--- src/rtl/alt_vipitc131_is2vid_mode_sequencer_if.sv ---
// Bus bundle for the IS2Vid mode sequencer: bank writes, calc request, frame strobe, derived timing outputs.
// master drives writes/requests/frame_start; slave (the sequencer) drives status and active timing values.
// Widths follow NUM_MODES / WIDTH / LINE_WIDTH; mode index width is derived from NUM_MODES.
interface alt_vipitc131_is2vid_mode_sequencer_if #(
  parameter int NUM_MODES  = 4,
  parameter int WIDTH      = 16,
  parameter int LINE_WIDTH = 13
);
  localparam int MODE_W = $clog2(NUM_MODES);

  logic                  wr_en;
  logic [MODE_W-1:0]     wr_mode;
  logic [3:0]            wr_field;
  logic [WIDTH-1:0]      wr_data;
  logic                  calc_req;
  logic [MODE_W-1:0]     calc_mode;
  logic                  calc_ready;
  logic                  frame_start;
  logic                  mode_changed;
  logic                  calc_error;
  logic                  interlaced;
  logic [WIDTH-1:0]      h_total_minus_one;
  logic [WIDTH-1:0]      v_total_minus_one;
  logic [WIDTH-1:0]      h_sync_start;
  logic [WIDTH-1:0]      h_sync_end;
  logic [WIDTH-1:0]      ap_line_end;
  logic [WIDTH-1:0]      f1_v_start;
  logic [WIDTH-1:0]      f1_v_end;
  logic [WIDTH-1:0]      f2_v_start;
  logic [LINE_WIDTH-1:0] total_line_count_f0;

  modport master (
    output wr_en, wr_mode, wr_field, wr_data, calc_req, calc_mode, frame_start,
    input  calc_ready, mode_changed, calc_error, interlaced,
           h_total_minus_one, v_total_minus_one, h_sync_start, h_sync_end,
           ap_line_end, f1_v_start, f1_v_end, f2_v_start, total_line_count_f0
  );

  modport slave (
    input  wr_en, wr_mode, wr_field, wr_data, calc_req, calc_mode, frame_start,
    output calc_ready, mode_changed, calc_error, interlaced,
           h_total_minus_one, v_total_minus_one, h_sync_start, h_sync_end,
           ap_line_end, f1_v_start, f1_v_end, f2_v_start, total_line_count_f0
  );
endinterface

--- src/rtl/alt_vipitc131_is2vid_mode_sequencer.sv ---
// Mode bank + 3-stage timing-value calculator with frame-boundary commit of a shadow set to the active outputs.
// Latency: request accepted at T, shadow valid in PENDING from T+4; active update one cycle after frame_start in PENDING.
// Backpressure: calc_ready is high only in IDLE; requests while busy are dropped. Optional range check: IS2VID_MODE_RANGE_CHECK_EN.
module alt_vipitc131_is2vid_mode_sequencer #(
  parameter int NUM_MODES  = 4,
  parameter int WIDTH      = 16,
  parameter int LINE_WIDTH = 13
) (
  input logic clk,
  input logic rst,
  alt_vipitc131_is2vid_mode_sequencer_if.slave bus
);
  localparam int MODE_W = $clog2(NUM_MODES);
  localparam int NF     = 12;  // WIDTH-wide fields; the interlaced flag is kept separately

  localparam int F_SAMPLE  = 0;
  localparam int F_LC0     = 1;
  localparam int F_LC1     = 2;
  localparam int F_HFP     = 3;
  localparam int F_HSYNC   = 4;
  localparam int F_HBLANK  = 5;
  localparam int F_VFP     = 6;
  localparam int F_VBLANK  = 7;
  localparam int F_V1FP    = 8;
  localparam int F_V1BLANK = 9;
  localparam int F_APLINE  = 10;
  localparam int F_V1RE    = 11;
  localparam int F_IL      = 12;

  typedef enum logic [2:0] {IDLE, S1, S2, S3, PENDING} state_t;

  typedef struct packed {
    logic                  il;
    logic [WIDTH-1:0]      h_total_minus_one;
    logic [WIDTH-1:0]      v_total_minus_one;
    logic [WIDTH-1:0]      h_sync_start;
    logic [WIDTH-1:0]      h_sync_end;
    logic [WIDTH-1:0]      ap_line_end;
    logic [WIDTH-1:0]      f1_v_start;
    logic [WIDTH-1:0]      f1_v_end;
    logic [WIDTH-1:0]      f2_v_start;
    logic [LINE_WIDTH-1:0] total_line_count_f0;
  } set_t;

  state_t state, state_nxt;

  logic [WIDTH-1:0] bank [NUM_MODES][NF];
  logic             bank_il [NUM_MODES];
  logic [WIDTH-1:0] snap [NF];
  logic             snap_il;

  logic [WIDTH-1:0]      v_active;
  logic [WIDTH-1:0]      f1_v_start_r;
  logic [WIDTH-1:0]      h_total_m1_r;
  logic [WIDTH-1:0]      h_sync_end_r;
  logic [WIDTH-1:0]      f2_v_start_r;
  logic [WIDTH-1:0]      f1_v_end_r;
  logic [LINE_WIDTH-1:0] tlc_r;
  logic [WIDTH-1:0]      v_total;

  set_t shadow, active;
  logic calc_ready_i, load_snap, load_shadow, commit, reject;
  logic mode_changed_r;

`ifdef IS2VID_MODE_RANGE_CHECK_EN
  logic v_carry;
  logic calc_error_r;
  assign {v_carry, v_total} = {1'b0, f2_v_start_r} + {1'b0, snap[F_VBLANK]};
  assign reject = (snap[F_SAMPLE] == '0) || v_carry;
`else
  assign v_total = f2_v_start_r + snap[F_VBLANK];
  assign reject  = 1'b0;
`endif

  // Mode bank: writes land in any state; the interlaced flag keeps only bit 0
  always_ff @(posedge clk or posedge rst) begin
    if (rst) begin
      for (int m = 0; m < NUM_MODES; m++) begin
        for (int f = 0; f < NF; f++) bank[m][f] <= '0;
        bank_il[m] <= 1'b0;
      end
    end else if (bus.wr_en) begin
      if (bus.wr_field < 4'(NF)) bank[bus.wr_mode][bus.wr_field] <= bus.wr_data;
      else if (bus.wr_field == 4'(F_IL)) bank_il[bus.wr_mode] <= bus.wr_data[0];
    end
  end

  // FSM state register
  always_ff @(posedge clk or posedge rst) begin
    if (rst) state <= IDLE;
    else     state <= state_nxt;
  end

  // FSM next-state: fixed S1..S3 walk, then hold in PENDING until a frame boundary
  always_comb begin
    state_nxt = state;
    case (state)
      IDLE:    if (bus.calc_req) state_nxt = S1;
      S1:      state_nxt = S2;
      S2:      state_nxt = S3;
      S3:      state_nxt = reject ? IDLE : PENDING;
      PENDING: if (bus.frame_start) state_nxt = IDLE;
      default: state_nxt = IDLE;
    endcase
  end

  // FSM outputs: handshake and datapath load strobes
  always_comb begin
    calc_ready_i = (state == IDLE);
    load_snap    = (state == IDLE) && bus.calc_req;
    load_shadow  = (state == S3) && !reject;
    commit       = (state == PENDING) && bus.frame_start;
  end

  // Snapshot on acceptance, then the three arithmetic stages work only from the snapshot
  always_ff @(posedge clk or posedge rst) begin
    if (rst) begin
      for (int f = 0; f < NF; f++) snap[f] <= '0;
      snap_il      <= 1'b0;
      v_active     <= '0;
      f1_v_start_r <= '0;
      h_total_m1_r <= '0;
      h_sync_end_r <= '0;
      f2_v_start_r <= '0;
      f1_v_end_r   <= '0;
      tlc_r        <= '0;
    end else begin
      if (load_snap) begin
        for (int f = 0; f < NF; f++) snap[f] <= bank[bus.calc_mode][f];
        snap_il <= bank_il[bus.calc_mode];
      end
      if (state == S1) begin
        v_active     <= snap[F_LC0] + (snap_il ? snap[F_LC1] : '0);
        f1_v_start_r <= snap[F_V1RE] - snap[F_APLINE];
        h_total_m1_r <= snap[F_SAMPLE] + snap[F_HBLANK] - WIDTH'(1);
        h_sync_end_r <= snap[F_HFP] + snap[F_HSYNC];
      end
      if (state == S2) begin
        f2_v_start_r <= v_active + (snap_il ? snap[F_V1BLANK] : '0);
        f1_v_end_r   <= f1_v_start_r + snap[F_V1BLANK];
        tlc_r        <= LINE_WIDTH'(snap[F_LC0] + snap[F_VBLANK] - snap[F_VFP]
                                    + snap[F_V1FP] - WIDTH'(1));
      end
    end
  end

  // Shadow set loaded in S3; copied to the active set only on a frame boundary in PENDING
  always_ff @(posedge clk or posedge rst) begin
    if (rst) begin
      shadow         <= '0;
      active         <= '0;
      mode_changed_r <= 1'b0;
    end else begin
      mode_changed_r <= commit;
      if (load_shadow) begin
        shadow.il                  <= snap_il;
        shadow.h_total_minus_one   <= h_total_m1_r;
        shadow.v_total_minus_one   <= v_total - WIDTH'(1);
        shadow.h_sync_start        <= snap[F_HFP];
        shadow.h_sync_end          <= h_sync_end_r;
        shadow.ap_line_end         <= v_total - snap[F_APLINE];
        shadow.f1_v_start          <= f1_v_start_r;
        shadow.f1_v_end            <= f1_v_end_r;
        shadow.f2_v_start          <= f2_v_start_r;
        shadow.total_line_count_f0 <= tlc_r;
      end
      if (commit) active <= shadow;
    end
  end

`ifdef IS2VID_MODE_RANGE_CHECK_EN
  // Sticky error: set by a rejected mode, cleared by the next accepted request
  always_ff @(posedge clk or posedge rst) begin
    if (rst)                           calc_error_r <= 1'b0;
    else if (load_snap)                calc_error_r <= 1'b0;
    else if ((state == S3) && reject)  calc_error_r <= 1'b1;
  end
  assign bus.calc_error = calc_error_r;
`else
  assign bus.calc_error = 1'b0;
`endif

  assign bus.calc_ready          = calc_ready_i;
  assign bus.mode_changed        = mode_changed_r;
  assign bus.interlaced          = active.il;
  assign bus.h_total_minus_one   = active.h_total_minus_one;
  assign bus.v_total_minus_one   = active.v_total_minus_one;
  assign bus.h_sync_start        = active.h_sync_start;
  assign bus.h_sync_end          = active.h_sync_end;
  assign bus.ap_line_end         = active.ap_line_end;
  assign bus.f1_v_start          = active.f1_v_start;
  assign bus.f1_v_end            = active.f1_v_end;
  assign bus.f2_v_start          = active.f2_v_start;
  assign bus.total_line_count_f0 = active.total_line_count_f0;
endmodule

--- src/flat_wrapper.sv ---
// flat-port wrapper written by rule: the top's interface ports become plain ports
module alt_vipitc131_is2vid_mode_sequencer_flat 
#(
  parameter int NUM_MODES  = 4,
  parameter int WIDTH      = 16,
  parameter int LINE_WIDTH = 13
)
  (clk, rst, bus_wr_en, bus_wr_mode, bus_wr_field, bus_wr_data, bus_calc_req, bus_calc_mode, bus_frame_start, bus_calc_ready, bus_mode_changed, bus_calc_error, bus_interlaced, bus_h_total_minus_one, bus_v_total_minus_one, bus_h_sync_start, bus_h_sync_end, bus_ap_line_end, bus_f1_v_start, bus_f1_v_end, bus_f2_v_start, bus_total_line_count_f0);
  alt_vipitc131_is2vid_mode_sequencer_if #(.NUM_MODES(NUM_MODES), .WIDTH(WIDTH), .LINE_WIDTH(LINE_WIDTH)) bus_i ();
  input logic clk;
  input logic rst;
  input wire logic [$bits(bus_i.wr_en)-1:0] bus_wr_en;
  input wire logic [$bits(bus_i.wr_mode)-1:0] bus_wr_mode;
  input wire logic [$bits(bus_i.wr_field)-1:0] bus_wr_field;
  input wire logic [$bits(bus_i.wr_data)-1:0] bus_wr_data;
  input wire logic [$bits(bus_i.calc_req)-1:0] bus_calc_req;
  input wire logic [$bits(bus_i.calc_mode)-1:0] bus_calc_mode;
  input wire logic [$bits(bus_i.frame_start)-1:0] bus_frame_start;
  output wire logic [$bits(bus_i.calc_ready)-1:0] bus_calc_ready;
  output wire logic [$bits(bus_i.mode_changed)-1:0] bus_mode_changed;
  output wire logic [$bits(bus_i.calc_error)-1:0] bus_calc_error;
  output wire logic [$bits(bus_i.interlaced)-1:0] bus_interlaced;
  output wire logic [$bits(bus_i.h_total_minus_one)-1:0] bus_h_total_minus_one;
  output wire logic [$bits(bus_i.v_total_minus_one)-1:0] bus_v_total_minus_one;
  output wire logic [$bits(bus_i.h_sync_start)-1:0] bus_h_sync_start;
  output wire logic [$bits(bus_i.h_sync_end)-1:0] bus_h_sync_end;
  output wire logic [$bits(bus_i.ap_line_end)-1:0] bus_ap_line_end;
  output wire logic [$bits(bus_i.f1_v_start)-1:0] bus_f1_v_start;
  output wire logic [$bits(bus_i.f1_v_end)-1:0] bus_f1_v_end;
  output wire logic [$bits(bus_i.f2_v_start)-1:0] bus_f2_v_start;
  output wire logic [$bits(bus_i.total_line_count_f0)-1:0] bus_total_line_count_f0;
  assign bus_i.wr_en = bus_wr_en;
  assign bus_i.wr_mode = bus_wr_mode;
  assign bus_i.wr_field = bus_wr_field;
  assign bus_i.wr_data = bus_wr_data;
  assign bus_i.calc_req = bus_calc_req;
  assign bus_i.calc_mode = bus_calc_mode;
  assign bus_i.frame_start = bus_frame_start;
  assign bus_calc_ready = bus_i.calc_ready;
  assign bus_mode_changed = bus_i.mode_changed;
  assign bus_calc_error = bus_i.calc_error;
  assign bus_interlaced = bus_i.interlaced;
  assign bus_h_total_minus_one = bus_i.h_total_minus_one;
  assign bus_v_total_minus_one = bus_i.v_total_minus_one;
  assign bus_h_sync_start = bus_i.h_sync_start;
  assign bus_h_sync_end = bus_i.h_sync_end;
  assign bus_ap_line_end = bus_i.ap_line_end;
  assign bus_f1_v_start = bus_i.f1_v_start;
  assign bus_f1_v_end = bus_i.f1_v_end;
  assign bus_f2_v_start = bus_i.f2_v_start;
  assign bus_total_line_count_f0 = bus_i.total_line_count_f0;
  alt_vipitc131_is2vid_mode_sequencer #(.NUM_MODES(NUM_MODES), .WIDTH(WIDTH), .LINE_WIDTH(LINE_WIDTH)) u_core (.clk(clk), .rst(rst), .bus(bus_i));
endmodule
--- config.mk ---
export PLATFORM = sky130hd
export DESIGN_NAME = alt_vipitc131_is2vid_mode_sequencer_flat
export DESIGN_NICKNAME = d
export VERILOG_FILES = /design/src/rtl/alt_vipitc131_is2vid_mode_sequencer_if.sv /design/src/rtl/alt_vipitc131_is2vid_mode_sequencer.sv /design/src/flat_wrapper.sv
export SDC_FILE = /design/constraint.sdc
export NUM_CORES = 2
export LEC_CHECK = 0
export BUFFER_PORTS_ARGS = -buffer_cell sky130_fd_sc_hd__buf_2
export CAP_MARGIN = 20
export CORE_MARGIN = 2
export CORE_UTILIZATION = 57
export DETAILED_ROUTE_END_ITERATION = 8
export PLACE_DENSITY_LB_ADDON = 0.2
export SYNTH_ARGS = -nofsm -noshare
export SYNTH_HDL_FRONTEND = slang
export SYNTH_SLANG_ARGS = --single-unit
--- constraint.sdc ---
create_clock -name clk -period 43 [get_ports clk]
set_input_delay 4.3 -clock clk [delete_from_list [all_inputs] [get_ports clk]]
set_output_delay 4.3 -clock clk [all_outputs]
set_load 0.02 [all_outputs]
# == After elaboration in Yosys (flattened, before gate mapping) ==
# Index checks and enable logic that the tools add are counted.
# totals
register_bits,1356
latch_bits,0
ram_bits,0
mem_bits_ro,0
in_bits,29
out_inout_bits,145
elab_cells,152
mem_count,0
# classes
add_sub_neg,14
mul,0
n_div,0
n_lt_le_gt_ge,6
eq_ne,7
shifts,0
mux,19
bitwise,4
n_reduce_logical,8
# op_table
op,count
768-bit bitwise mux,1
192-bit two-way mux,3
192-bit binary-select mux with 2-bit select,1
192-bit demux with 2-bit select,1
16-bit adder,6
16-bit demux with 4-bit select,1
16-bit two-way mux,3
"16-bit by 1-bit subtractor with 16-bit output, second input constant",2
16-bit subtractor,2
13-bit adder,2
3-bit one-hot mux with 5 select lines,1
"13-bit by 1-bit subtractor with 13-bit output, second input constant",1
13-bit subtractor,1
"3-bit by 2-bit == test with 1-bit output, second input constant",2
"3-bit >= comparator, second input constant",2
3-bit two-way mux,2
2-bit inverter with 3-bit output,2
"5-bit >= comparator, second input constant",1
"5-bit by 1-bit < comparator with 1-bit output, second input constant",1
4-bit inverter with 5-bit output,1
4-bit bitwise mux,1
"4-bit == test, second input constant",1
1-bit logical AND,4
"4-bit < comparator, second input constant",1
11 further kinds,15

# == Depth between registers and ports, before layout ==
# depth
ltp_word,8
ltp_mapped,16
ltp_nobuf,16

# == Least setup slack after synthesis ==
# No wires, ideal clock.
# synth_path
path_kind,input to register
startpoint,input bus_calc_mode[1]
endpoint,register u_core.snap[111] (netlist bit)
setup_time_ps,125
arrival_ps,6316
t_required_ps,42875
path_slack_ps,36559
path_stages,6
n_path_buf,4
path_cell_list,clkbuf_1 > buf_1 > buf_1 > clkbuf_1 > mux4_2 > mux2_2
# synth_between
elab_chain_cells,4
# synth_rtl
element,line_no,text
start: declaration,flat_wrapper.sv:17,input wire logic [$bits(bus_i.calc_mode)-1:0] bus_calc_mode;
2-bit inverter with 3-bit output (not written as such),alt_vipitc131_is2vid_mode_sequencer.sv:129,for (int f = 0; f < NF; f++) snap[f] <= bank[bus.calc_mode][f];
192-bit binary-select mux with 2-bit select,alt_vipitc131_is2vid_mode_sequencer.sv:129,
192-bit two-way mux (2 in series),n/a,
end: declaration,alt_vipitc131_is2vid_mode_sequencer.sv:49,logic [WIDTH-1:0] snap [NF];
# No other way between the ends. The select of a mux whose other input is x is not followed.
# A chain may end at the register's enable or synchronous reset.

==> impl.org <==
** CTS
- TritonCTS built the clock tree.
- Quantity of gates resized following cts :: 0
- Counting along the longest clock path gives a buffer depth of 3.
- Root buffer cell :: sky130_fd_sc_hd__clkbuf_16
- Clock-pin transition on the worst setup and hold timing paths :: 60 ps
- TritonCTS buffer count :: 134
- Post-CTS timing repair inserted 0 buffers for setup.
- In this run the number of H-tree levels came out at 4.
- Later-pin clock latency in the skew report :: 740 ps
- Clock Sinks :: 1332
- Cts-stage hold buffer count :: 0

** Logic synthesis
- Count of cell types in the netlist :: 76
- After synthesis the netlist holds a flip-flop and latch count of 1332.
- In this run the cell area of the synthesized design comes to 61100 um^2.
- Number of instances in the synthesized netlist :: 4452
- For this run, asynchronously set or reset flops after synthesis account for 100%.
- After synthesis, the cell types taking the most area are sky130_fd_sc_hd__dfrtp_1 (55%), sky130_fd_sc_hd__mux2_2 (21%), sky130_fd_sc_hd__mux4_2 (6.9%), sky130_fd_sc_hd__ha_1 (3.0%), sky130_fd_sc_hd__nand2_1 (1.9%).
- Number of synthesized flops with an enable pin :: 0
- Sequential element share of the synthesized area :: 54.6%
- Nets in the synthesized netlist :: 4659
- Mean instance size in the synthesized netlist :: 13.7 um^2
- The biggest area contributor in the post-synthesis netlist is sky130_fd_sc_hd__dfrtp_1.
- The share of synthesized area in the top cell type comes to 54.6%.
- During synthesis, Yosys emitted a total of 0 warnings.
- Top_reg_cell synth :: sky130_fd_sc_hd__dfrtp_1

** Drt
- WL/cell :: 23.3 um
- Total via count after detailed routing :: 35883
- After the first detailed-routing iteration, the DRC count stood at 2609.
- For this run, design rule violations remaining after detail routing come to 0.
- The detail route stage leaves a number of antenna-violating nets equal to 0.
- The first TritonRoute pass finished after 5 iterations.
- Post-DR vias/cell :: 5.93
- DRT Wirelength :: 141000 um

** STA
- Static timing analysis puts the maximum clock frequency at 0.116 GHz.
- The number of hold violations in the final report was 0.
- Final Max Slew Viols :: 0
- Across the routed clock network, the largest skew measured is 22.0 ps.
- Setup repair after global routing missed its margin :: no
- Tmin final :: 8650 ps
- Final worst-path cycle share :: 20.1%
- Slew headroom :: 26.1%
- Setup violations remaining at the end of the flow were counted as 0.
- Summed over all failing endpoints, the final setup total negative slack is 0 ps.
- For the pin with the worst max-slew slack, the measured transition is 1100 ps.

** Floorplanning
- Die Footprint :: 110000 um^2
- From bottom edge to top edge, the die measures 331 um.
- Area inside the core boundary :: 107000 um^2
- During I/O placement, the number of pins put on the boundary was 174.
- Row generation in the floorplan step produced 120 rows.
- For this configuration, the core starts out at a cell density of 57.3%.
- Horizontal die dimension :: 331 um

** Finish
- Fraction of layout cells with a size suffix above 1 :: 38.8%
- Area growth from synthesis to final layout :: 11.1%
- The library cell used most frequently in the layout, excluding fill and tap cells, is sky130_fd_sc_hd__dfrtp_1.
- The final layout contains 4750 nets.
- Finished layout cell area :: 67800 um^2
- Post-route non-filler standard cell count :: 6051
- Commonest cells after routing, fill and taps aside :: sky130_fd_sc_hd__dfrtp_1 (1332), sky130_fd_sc_hd__mux2_2 (1117), sky130_fd_sc_hd__nand2_1 (310)

** Critical path
- STA classifies the critical path endpoint as an async pin.
- In this run the worst path has a maximum fanout of 137.
- The slowest stage of the critical path is the sky130_fd_sc_hd__buf_4 cell.
- Crit-path leading delay family :: buffers and inverters
- For the worst setup path, the data arrival time is 9370 ps.
- Critical path required time :: 43720 ps
- Number of buffers and inverters on the critical path :: 7
- STA classifies the critical path startpoint as an input pin.
- In this design, the critical path's most frequently occurring cell is sky130_fd_sc_hd__buf_4.
- The signal on the critical path passes through buf_2 -> inv_8 -> buf_4 -> buf_12 -> buf_4 -> buf_4 -> buf_4.
- For this run, the slowest stage of the critical path takes 880 ps.
- The worst setup path is of the in -> async kind.

** Global route
- The number of antenna violations at the first check in global routing was 7.
- The first global-routing pass estimated 222000 um of wire.
- GRT Resource Usage Total :: 26.2%
- Leftover overflow at the end of global routing :: 0
- Entering global routing, the biggest net connects 181 pins.
- Via count of the first global-routing pass :: 36376

** Placement
- Once detailed placement completed, the half-perimeter wirelength came to 91900 um.
- In this run, placement finished with an instance count of 5805.
- Count of port buffers added during placement :: 172
- Summing all placed instances gives a cell area of 63200 um^2.
- The congestion estimate from routability-driven global placement came to 0.897.

** Min path
- The tightest min-delay check is of the reg -> reg type.

** Pwr
- VDD sags by at most 0.0389 mV.
- Leakage Power :: 32.9 nW
- Power Dens Cells :: 65.2 nW/um^2

** Status
- Result of the run :: finished clean

** Run
- Total of max-cap violations :: 0
-- synth_stat cells (6+ instances only) --
master and number:
sky130_fd_sc_hd__or3_1 20, sky130_fd_sc_hd__nor4_1 7, sky130_fd_sc_hd__and3_1 11, sky130_fd_sc_hd__nand2_1 311
sky130_fd_sc_hd__or3b_2 7, sky130_fd_sc_hd__a21o_1 30, sky130_fd_sc_hd__a211oi_1 25, sky130_fd_sc_hd__a21oi_1 66
sky130_fd_sc_hd__o31ai_1 20, sky130_fd_sc_hd__nor3b_1 11, sky130_fd_sc_hd__nand3b_1 15, sky130_fd_sc_hd__nor2_1 67
sky130_fd_sc_hd__inv_1 190, sky130_fd_sc_hd__o21ai_0 192, sky130_fd_sc_hd__nor3_1 43, sky130_fd_sc_hd__dfrtp_1 1332
sky130_fd_sc_hd__nand3_1 39, sky130_fd_sc_hd__o41ai_1 8, sky130_fd_sc_hd__a211o_1 6, sky130_fd_sc_hd__ha_1 146
sky130_fd_sc_hd__buf_1 46, sky130_fd_sc_hd__xor2_1 41, sky130_fd_sc_hd__xnor2_1 63, sky130_fd_sc_hd__or2_2 13
sky130_fd_sc_hd__o311a_1 7, sky130_fd_sc_hd__mux4_2 187, sky130_fd_sc_hd__nand2b_1 15, sky130_fd_sc_hd__mux2_2 1117
sky130_fd_sc_hd__a31o_2 9, sky130_fd_sc_hd__fa_1 32, sky130_fd_sc_hd__clkbuf_1 227, sky130_fd_sc_hd__nor2b_1 15
sky130_fd_sc_hd__o21a_1 12, sky130_fd_sc_hd__and2_1 37
-- area by class of cell --
class | instances | area, um^2
clock buffer | 202 | 4090
inverter | 190 | 721
sequential | 1332 | 33300
tap | 1403 | 1760
antenna | 3 | 7.51
fill | 7889 | 38800
timing repair buffer | 231 | 1480
clock inverter | 36 | 395
multi-input combinational | 2654 | 26100
-- stage by stage --
stage	hold slack [ps]	worst slack, ps	util (%)	total power, mW
floorplan	435	1150	-	2.79
global placement	454	33480	59.3	3.21
detailed placement	465	33430	59.3	3.25
CTS	479	34250	63.5	4.44
global route	503	33520	63.6	4.68
finish	473	34350	63.6	4.42
-- worst paths after layout --
check / startpoint / endpoint / slack (ps) / depth (start not counted)
max: rst / u_core.shadow[93] / 34350 / 7
min: u_core.tlc_r[1] / u_core.tlc_r[1] / 470 / 2
max reg2reg: u_core.snap[68] / u_core.shadow[73] / 38470 / 12
min reg2reg: u_core.tlc_r[1] / u_core.tlc_r[1] / 470 / 2
max in group clk: bus_calc_mode[0] / u_core.snap[2] / 35490 / 6
min in group asynchronous: rst / u_core.bank[643] / 3700 / 2
-- kinds of logic after synthesis --
kind of cell,count (synthesis),share of synthesized area (%)
fa+ha+maj,179,4.06
simple gates,624,4.82
compound gates,436,4.53
buf+inv,466,2.87
other cells,1,0.00614
xor+xnor,108,1.62
flops,1332,54.6
mux,1306,27.5
-- per-layer routing --
layer | global-route usage (%) | vias to the layer above | part of all wire (%)
met5 | 0 | - | 0.034
met4 | 8.57 | 8 | 3.1
met2 | 40.1 | 725 | 45
li1 | - | 16110 | -
met3 | 3.82 | 217 | 4.4
met1 | 39.0 | 18823 | 47
-- worst register-to-register path, stage by stage (launching register included) --
cell	delay, ps
sky130_fd_sc_hd__dfrtp_1	510
sky130_fd_sc_hd__ha_1	480
sky130_fd_sc_hd__and3_4	230
sky130_fd_sc_hd__a22oi_1	100
sky130_fd_sc_hd__a211oi_1	860
sky130_fd_sc_hd__nor2_1	120
sky130_fd_sc_hd__xnor2_1	640
sky130_fd_sc_hd__ha_1	370
sky130_fd_sc_hd__a31oi_1	170
sky130_fd_sc_hd__nand3_1	170
sky130_fd_sc_hd__a311oi_1	370
sky130_fd_sc_hd__xnor2_1	130
sky130_fd_sc_hd__mux2_2	260
-- registers in the layout, summed over array words and instances, names as in the netlist, 3 cells and up --
register                        count
u_core.bank                       744
u_core.bank_il                      4
u_core.bus.ap_line_end             16
u_core.bus.f1_v_end                16
u_core.bus.f1_v_start              16
u_core.bus.f2_v_start              16
u_core.bus.h_sync_end              16
u_core.bus.h_sync_start            16
u_core.bus.h_total_minus_one       16
u_core.bus.total_line_count_f0     13
u_core.bus.v_total_minus_one       16
u_core.f1_v_end_r                  16
u_core.f1_v_start_r                16
u_core.f2_v_start_r                16
u_core.h_sync_end_r                16
u_core.h_total_m1_r                16
u_core.shadow                     142
u_core.snap                       186
u_core.state                        3
u_core.tlc_r                       13
u_core.v_active                    16
-- power by group --
part / total [mW] / switching [mW] / internal (mW)
Sequential: 1.74 / 0.199 / 1.54
Combinational: 1.50 / 0.838 / 0.659
Clock: 1.18 / 0.480 / 0.703
No activity file was read; power rests on OpenSTA's default activity.
